`config.mk`:
```
export PLATFORM = sky130hd
export DESIGN_NAME = wb_arbiter
export DESIGN_NICKNAME = d
export VERILOG_FILES = /design/src/rtl/wb_arbiter.sv
export SDC_FILE = /design/constraint.sdc
export NUM_CORES = 1
export LEC_CHECK = 0
export CORE_AREA = 2 2 109 111
export DETAILED_ROUTE_END_ITERATION = 8
export DIE_AREA = 0 0 111 113
export HOLD_SLACK_MARGIN = 0.1
export PLACE_DENSITY = 0.65
export SETUP_SLACK_MARGIN = 0.1
export SYNTH_ARGS = -nofsm -noshare
export SYNTH_HDL_FRONTEND = slang
export SYNTH_SLANG_ARGS = --single-unit
```
`constraint.sdc`:
```
create_clock -name clk_i -period 2.7 [get_ports clk_i]
set_input_delay 0.54 -clock clk_i [delete_from_list [all_inputs] [get_ports clk_i]]
set_output_delay 0.54 -clock clk_i [all_outputs]
set_load 0.01 [all_outputs]
```
`src/rtl/wb_arbiter.sv`:
```
// rtl/wb_arbiter.sv - two-master Wishbone arbiter (instruction/data) onto one shared bus
// One transfer per grant, round-robin on contention, optional bus timeout abort.
module wb_arbiter #(
  parameter int unsigned TIMEOUT_CYCLES = 255
) (
  input  logic        clk_i,
  input  logic        rst_ni,
  input  logic        iwbs_cyc_i,
  input  logic        iwbs_stb_i,
  input  logic [31:0] iwbs_addr_i,
  output logic [31:0] iwbs_dat_o,
  output logic        iwbs_ack_o,
  output logic        iwbs_err_o,
  input  logic        dwbs_cyc_i,
  input  logic        dwbs_stb_i,
  input  logic        dwbs_we_i,
  input  logic [3:0]  dwbs_sel_i,
  input  logic [31:0] dwbs_addr_i,
  input  logic [31:0] dwbs_dat_i,
  output logic [31:0] dwbs_dat_o,
  output logic        dwbs_ack_o,
  output logic        dwbs_err_o,
  output logic        wbm_cyc_o,
  output logic        wbm_stb_o,
  output logic        wbm_we_o,
  output logic [3:0]  wbm_sel_o,
  output logic [31:0] wbm_addr_o,
  output logic [31:0] wbm_dat_o,
  input  logic        wbm_ack_i,
  input  logic        wbm_err_i,
  input  logic [31:0] wbm_dat_i,
  output logic        timeout_o
);

  typedef enum logic [1:0] {IDLE = 2'd0, BUS_I = 2'd1, BUS_D = 2'd2} state_e;

  localparam logic [7:0] TimeoutLimit = 8'(TIMEOUT_CYCLES);
  localparam bit         TimeoutEn    = (TIMEOUT_CYCLES != 0);

  state_e     state_q, state_d;
  logic       last_d_q, last_d_d;  // 1: data master held the most recent grant
  logic [7:0] cnt_q, cnt_d;

  logic i_req, d_req, busy, g_cyc, g_stb, resp, to_hit;

  assign i_req = iwbs_cyc_i && iwbs_stb_i;
  assign d_req = dwbs_cyc_i && dwbs_stb_i;
  assign resp  = wbm_ack_i || wbm_err_i;

  // Read data is broadcast; held at zero while reset is asserted.
  assign iwbs_dat_o = rst_ni ? wbm_dat_i : 32'h0;
  assign dwbs_dat_o = rst_ni ? wbm_dat_i : 32'h0;

  always_comb begin
    state_d    = state_q;
    last_d_d   = last_d_q;
    cnt_d      = cnt_q;
    busy       = 1'b0;
    g_cyc      = 1'b0;
    g_stb      = 1'b0;
    to_hit     = 1'b0;
    wbm_cyc_o  = 1'b0;
    wbm_stb_o  = 1'b0;
    wbm_we_o   = 1'b0;
    wbm_sel_o  = 4'h0;
    wbm_addr_o = 32'h0;
    wbm_dat_o  = 32'h0;
    iwbs_ack_o = 1'b0;
    iwbs_err_o = 1'b0;
    dwbs_ack_o = 1'b0;
    dwbs_err_o = 1'b0;
    timeout_o  = 1'b0;

    case (state_q)
      IDLE: begin
        if (d_req && (!i_req || !last_d_q)) begin
          state_d  = BUS_D;
          last_d_d = 1'b1;
          cnt_d    = 8'h0;
        end else if (i_req) begin
          state_d  = BUS_I;
          last_d_d = 1'b0;
          cnt_d    = 8'h0;
        end
      end
      BUS_I: begin
        busy       = 1'b1;
        g_cyc      = iwbs_cyc_i;
        g_stb      = iwbs_stb_i;
        wbm_sel_o  = 4'hF;
        wbm_addr_o = iwbs_addr_i;
      end
      BUS_D: begin
        busy       = 1'b1;
        g_cyc      = dwbs_cyc_i;
        g_stb      = dwbs_stb_i;
        wbm_we_o   = dwbs_we_i;
        wbm_sel_o  = dwbs_sel_i;
        wbm_addr_o = dwbs_addr_i;
        wbm_dat_o  = dwbs_dat_i;
      end
      default: state_d = IDLE;
    endcase

    if (busy) begin
      // A real response in the limit cycle takes precedence over the abort.
      to_hit     = TimeoutEn && (cnt_q == TimeoutLimit) && !resp;
      wbm_cyc_o  = g_cyc && !to_hit;
      wbm_stb_o  = g_stb && !to_hit;
      timeout_o  = to_hit;
      if (state_q == BUS_I) begin
        iwbs_ack_o = wbm_ack_i;
        iwbs_err_o = wbm_err_i || to_hit;
      end else begin
        dwbs_ack_o = wbm_ack_i;
        dwbs_err_o = wbm_err_i || to_hit;
      end
      if (resp || to_hit || !g_cyc) state_d = IDLE;
      else                          cnt_d   = cnt_q + 8'd1;
    end
  end

  always_ff @(posedge clk_i or negedge rst_ni) begin
    if (!rst_ni) begin
      state_q  <= IDLE;
      last_d_q <= 1'b0;
      cnt_q    <= 8'h0;
    end else begin
      state_q  <= state_d;
      last_d_q <= last_d_d;
      cnt_q    <= cnt_d;
    end
  end

endmodule

```
Yosys cells after proc, flatten, opt, wreduce, memory -nomap -nowiden
Cells that the tools add are included.

cells by class
  add/sub/neg operators = 1
  multiply operators = 0
  divide/modulo/power cells = 0
  magnitude comparators = 0
  eq/ne operators = 3
  shift operators = 0
  muxes and demuxes = 31
  bitwise operators = 0
  reductions and logical operators = 20

operator list
  cell                                                                   count
  32-bit two-way mux                                                     2
  32-bit case mux with 2 select lines                                    1
  8-bit two-way mux                                                      5
  1-bit two-way mux                                                      15
  8-bit by 1-bit adder with 8-bit output, second input constant          1
  8-bit equality test, second input constant                             1
  2-bit two-way mux                                                      4
  4-bit case mux with 2 select lines                                     1
  1-bit logical AND                                                      6
  1-bit logical NOT                                                      5
  1-bit logical OR                                                       5
  1-bit case mux with 2 select lines                                     2
  2-bit case mux with 2 select lines                                     1
  2-bit by 1-bit equality test with 1-bit output, second input constant  1
  2-bit equality test, second input constant                             1
  2-bit logical NOT                                                      1
  2-bit AND reduction                                                    1
  2-bit nonzero test                                                     1
  2-bit OR reduction                                                     1

word-level totals
  register bits after elaboration = 11
  latch bits = 0
  bits in writable memories = 0
  bits in read-only memories = 0
  input port bits = 141
  output and inout port bits = 140
  word-level logic and storage cells = 58
  memories = 0

Longest topological paths before layout
  word-level depth = 8
  mapped depth = 7
  depth with buffers taken out = 6

Worst setup path before layout
OpenSTA, ideal clock, no wires.

  path type = register -> output
  from = reg state_q[0]
  to = out wbm_addr_o[10]
  arrival time = 1.596 ns
  required time = 2.160 ns
  path slack = 0.564 ns
  cell stages (with the launch flop) = 8
  buffers on the path = 3
  cell sequence = dfrtp_1 inv_1 ha_1 buf_2 and2_1 buf_2 buf_2 a22o_1

on the way
  longest elaborated chain between the ends = 2
  elaborated cells between the ends (all ways) = 3
  those cells by class = eq/ne (2); mux (1)

RTL lines
  what                                                                                          RTL line  text
  start: declaration                                                                            40        state_e state_q, state_d;
  start signal: assignment                                                                      129       state_q <= state_d;
  2-bit equality test / 2-bit by 1-bit equality test with 1-bit output (equally long branches)  74        case (state_q)
  32-bit case mux with 2 select lines *                                                         74
  end: declaration                                                                              27        output logic [31:0] wbm_addr_o,

Mark *: on every way between the ends. The rest lies on a longest branch, timed or not.

Worst setup path in the final report
  from = reg state_q[0]
  to = out wbm_addr_o[27]

The elaborated chain is that of the path after synthesis.

==> results_dict.tcl <==
set metrics [dict create \
    port_buffers 280 \
    syn-cell-area_um2 1800 \
    criticalPathCategory "flip-flop to primary output" \
    finalMaxSlewViolations 0 \
    tritoncts "built" \
    tightest_slew_ps 476 \
    whs_ps 444 \
    synth_area_leaders "and2_1 24%, a22o_1 17%, dfrtp_1 15%" \
    die_area_um2 12500 \
    p_sw_share_pct 37.4 \
    fp.coreArea_um2 11300 \
    dp_slack_ps -51.5 \
    synth_most_common_cell "and2_1" \
    fin_crit_ps 2590 \
    grt_max_degree 44 \
    grt_overflow_total 0 \
    period_share_pct 95.8 \
    cts_buffer_depth 2 \
    syn_to_final_growth_pct 166 \
    yosys.cell_types.count 36 \
    drive_gt1_share_pct 7.92 \
    pwr_density_cell_nw_per_um2 511 \
    die_h_um 113 \
    cts_sinks 11 \
    worst_slack_ps 112 \
    finalSetupViolations 0 \
    ys_top_cells_by_count "69 x and2_1, 35 x a22o_1, 32 x buf_4, 11 x dfrtp_1, 8 x buf_2" \
    synth-edff-count 0 \
    max-vdd-ir-drop_v 0.000291 \
    drt_iter0_markers 125 \
    finalSetupTns_ps 0 \
    max_stage_delay_ps 400 \
    hp-class "input port to asynchronous set/reset pin" \
    drt-pass1-iter-count 4 \
    nFillCells 1121 \
    maxCapViolCount 0 \
    drc 0 \
    htree_levels 1 \
    yosysTopAreaCellShare_pct 23.9 \
    synth_cells 225 \
    end_kind "primary output" \
    vias_per_cell 4.29 \
    wire_per_inst_um 16.3 \
    synth_async_sr_flop_share_pct 100 \
    grt_pass1_vias 2652 \
    cts_root_buffer "clkbuf_16" \
    pwr-share-clk_pct 11.4 \
    crit_arrival_ps 2050 \
    crit_path_start_kind "flip-flop" \
    start_util_pct 16.0 \
    dpl.hpwl_um 8260 \
    grt_pass1_wl_um 14700 \
    clock.fmax_mhz 386 \
    rsz0062_at_grt "yes" \
    synth-seq-area-share_pct 15.3 \
    cp_max_fo 19 \
    final_nets 626 \
    ant_nets 0 \
    avgSynthCellArea_um2 8.01 \
    dr_total_vias 2670 \
    n_antenna_cell 0 \
    p_leak_nw 2.06 \
    gp_congestion 0.882 \
    hold_violations 0 \
    path_cells "inv_2 > ha_4 > and2_2 > bufbuf_16 > a22o_1 > dlygate4sd2_1" \
    syn-num-nets 370 \
    clk_latency_ps 240 \
    slew_headroom_pct 68.2 \
    die_x_um 111 \
    path_clk_slew_ps 40 \
    clock-skew-final_ps 2.51 \
    crit_required_ps 2160 \
    seqCellArea_um2 275 \
    p_sw_mw 0.917 \
    numCtsBuffers 3 \
    p_int_mw 1.53 \
    multiInputGateArea_um2 1240 \
    yosys_warnings 0 \
    io_pins 281 \
    rows 39 \
    ys_ff_latch 11 \
    synthFlopType "dfrtp_1" \
    status "completed" \
    seqPwrFrac_pct 8.9 \
    routed_wl_um 10200 \
    pwr-share-comb_pct 79.8 \
    grt_usage_pct 14.9 \
    cp_slowest_cell "dfrtp_1" \
    antenna_found_initial 0 \
    synth_top_area_cell "and2_1" \
]
worst paths after layout:
| kind | from | end | slack, ps | cells after the start |
|---|---|---|---|---|
| max reg2reg | state_q[0]$_DFF_PN0_ | cnt_q[5]$_DFF_PN0_ | 800 | 7 |
| min reg2reg | last_d_q$_DFFE_PN0P_ | last_d_q$_DFFE_PN0P_ | 520 | 2 |
| min in group clk_i | last_d_q$_DFFE_PN0P_ | last_d_q$_DFFE_PN0P_ | 520 | 2 |
| max | state_q[0]$_DFF_PN0_ | wbm_addr_o[27] | 110 | 6 |
| min | rst_ni | cnt_q[3]$_DFF_PN0_ | 440 | 2 |
| max in group asynchronous | rst_ni | last_d_q$_DFFE_PN0P_ | 2130 | 2 |
metrics by stage:
step                      power, mW  instance area, um2  util (%)  cells
after floorplan                1.05                1800         -    225
after global placement         2.11                4590      40.7    611
after detailed placement       2.12                4590      40.7    611
after CTS                      2.40                4720      41.9    619
after global routing           2.61                4800      42.6    623
final                          2.45                4800      42.6    623
final cells by class:
class / instances / area share, %
clock buffer: 4 / 1.64
inverter: 2 / 0.156
multi-input combinational: 165 / 26.0
sequential: 11 / 5.74
timing repair buffer: 298 / 62.8
tap: 143 / 3.73
layout by cell type, fill, tap and decap left out, drive strengths merged, types with 2 or more instances in the layout:
cell	instances
dlygate4sd2	35
nor2b	2
o21ai	2
nor4	3
o21a	2
dfrtp	11
inv	2
nor2	6
a22o	36
dlymetal6s2s	2
a21o	5
nand3	5
a21oi	2
nand4	3
nor3	2
and2	69
nand2	7
bufbuf	2
clkdlybuf4s50	239
ha	4
buf	15
mux2	3
clkbuf	5
clkdlybuf4s15	4
a221o	4
power groups by stage:
| stage | Clock, mW | Sequential, mW | Combinational (mW) |
|---|---|---|---|
| 6_report | 0.278 | 0.217 | 1.96 |
| 3_5_place_dp | 0 | 0.212 | 1.91 |
| 5_1_grt | 0.294 | 0.221 | 2.09 |
| 2_1_floorplan | 0 | 0.210 | 0.842 |
| 3_3_place_gp | 0 | 0.211 | 1.90 |
| 4_1_cts | 0.277 | 0.213 | 1.91 |
layer usage:
| metal | vias up | track usage (%) | routed length, um |
|---|---|---|---|
| met3 | 12 | 4.39 | 817 |
| met2 | 145 | 27.0 | 5340 |
| met5 | - | 0 | 0 |
| met4 | 0 | 4.33 | 170 |
| li1 | 1285 | - | - |
| met1 | 1228 | 17.0 | 3850 |
logic make-up after synthesis:
group | count (synthesis) | share of synthesized area, %
multiplexers | 3 | 1.87
XOR/XNOR | 1 | 0.486
AO/OA/AOI/OAI | 54 | 26.2
flip-flops | 11 | 15.3
adder cells (fa/ha/maj) | 4 | 2.78
AND/OR/NAND/NOR | 103 | 35.9
buffers and inverters | 49 | 17.4
registers in the layout (all words and copies together) (netlist names):
| signal | flops |
|---|---|
| cnt_q | 8 |
| last_d_q | 1 |
| state_q | 2 |
worst max-delay path: cells and delay by family, from the launching register on:
family	cells	cell delay [ps]
buffers and inverters	3	700
flip-flops	1	400
adder cells (fa/ha/maj)	1	230
AO/OA/AOI/OAI	1	230
AND/OR/NAND/NOR	1	220
repair_timing:
item | 4_1_cts | 5_1_grt
setup endpoints to repair | 41 | 20
setup buffers | 2 | 3
gates cloned | 2 | 1
resized for setup | 47 | 9
pin swaps | 1 | 1
hold buffers | 0 | 0
Power figures use the tool's default switching activity.
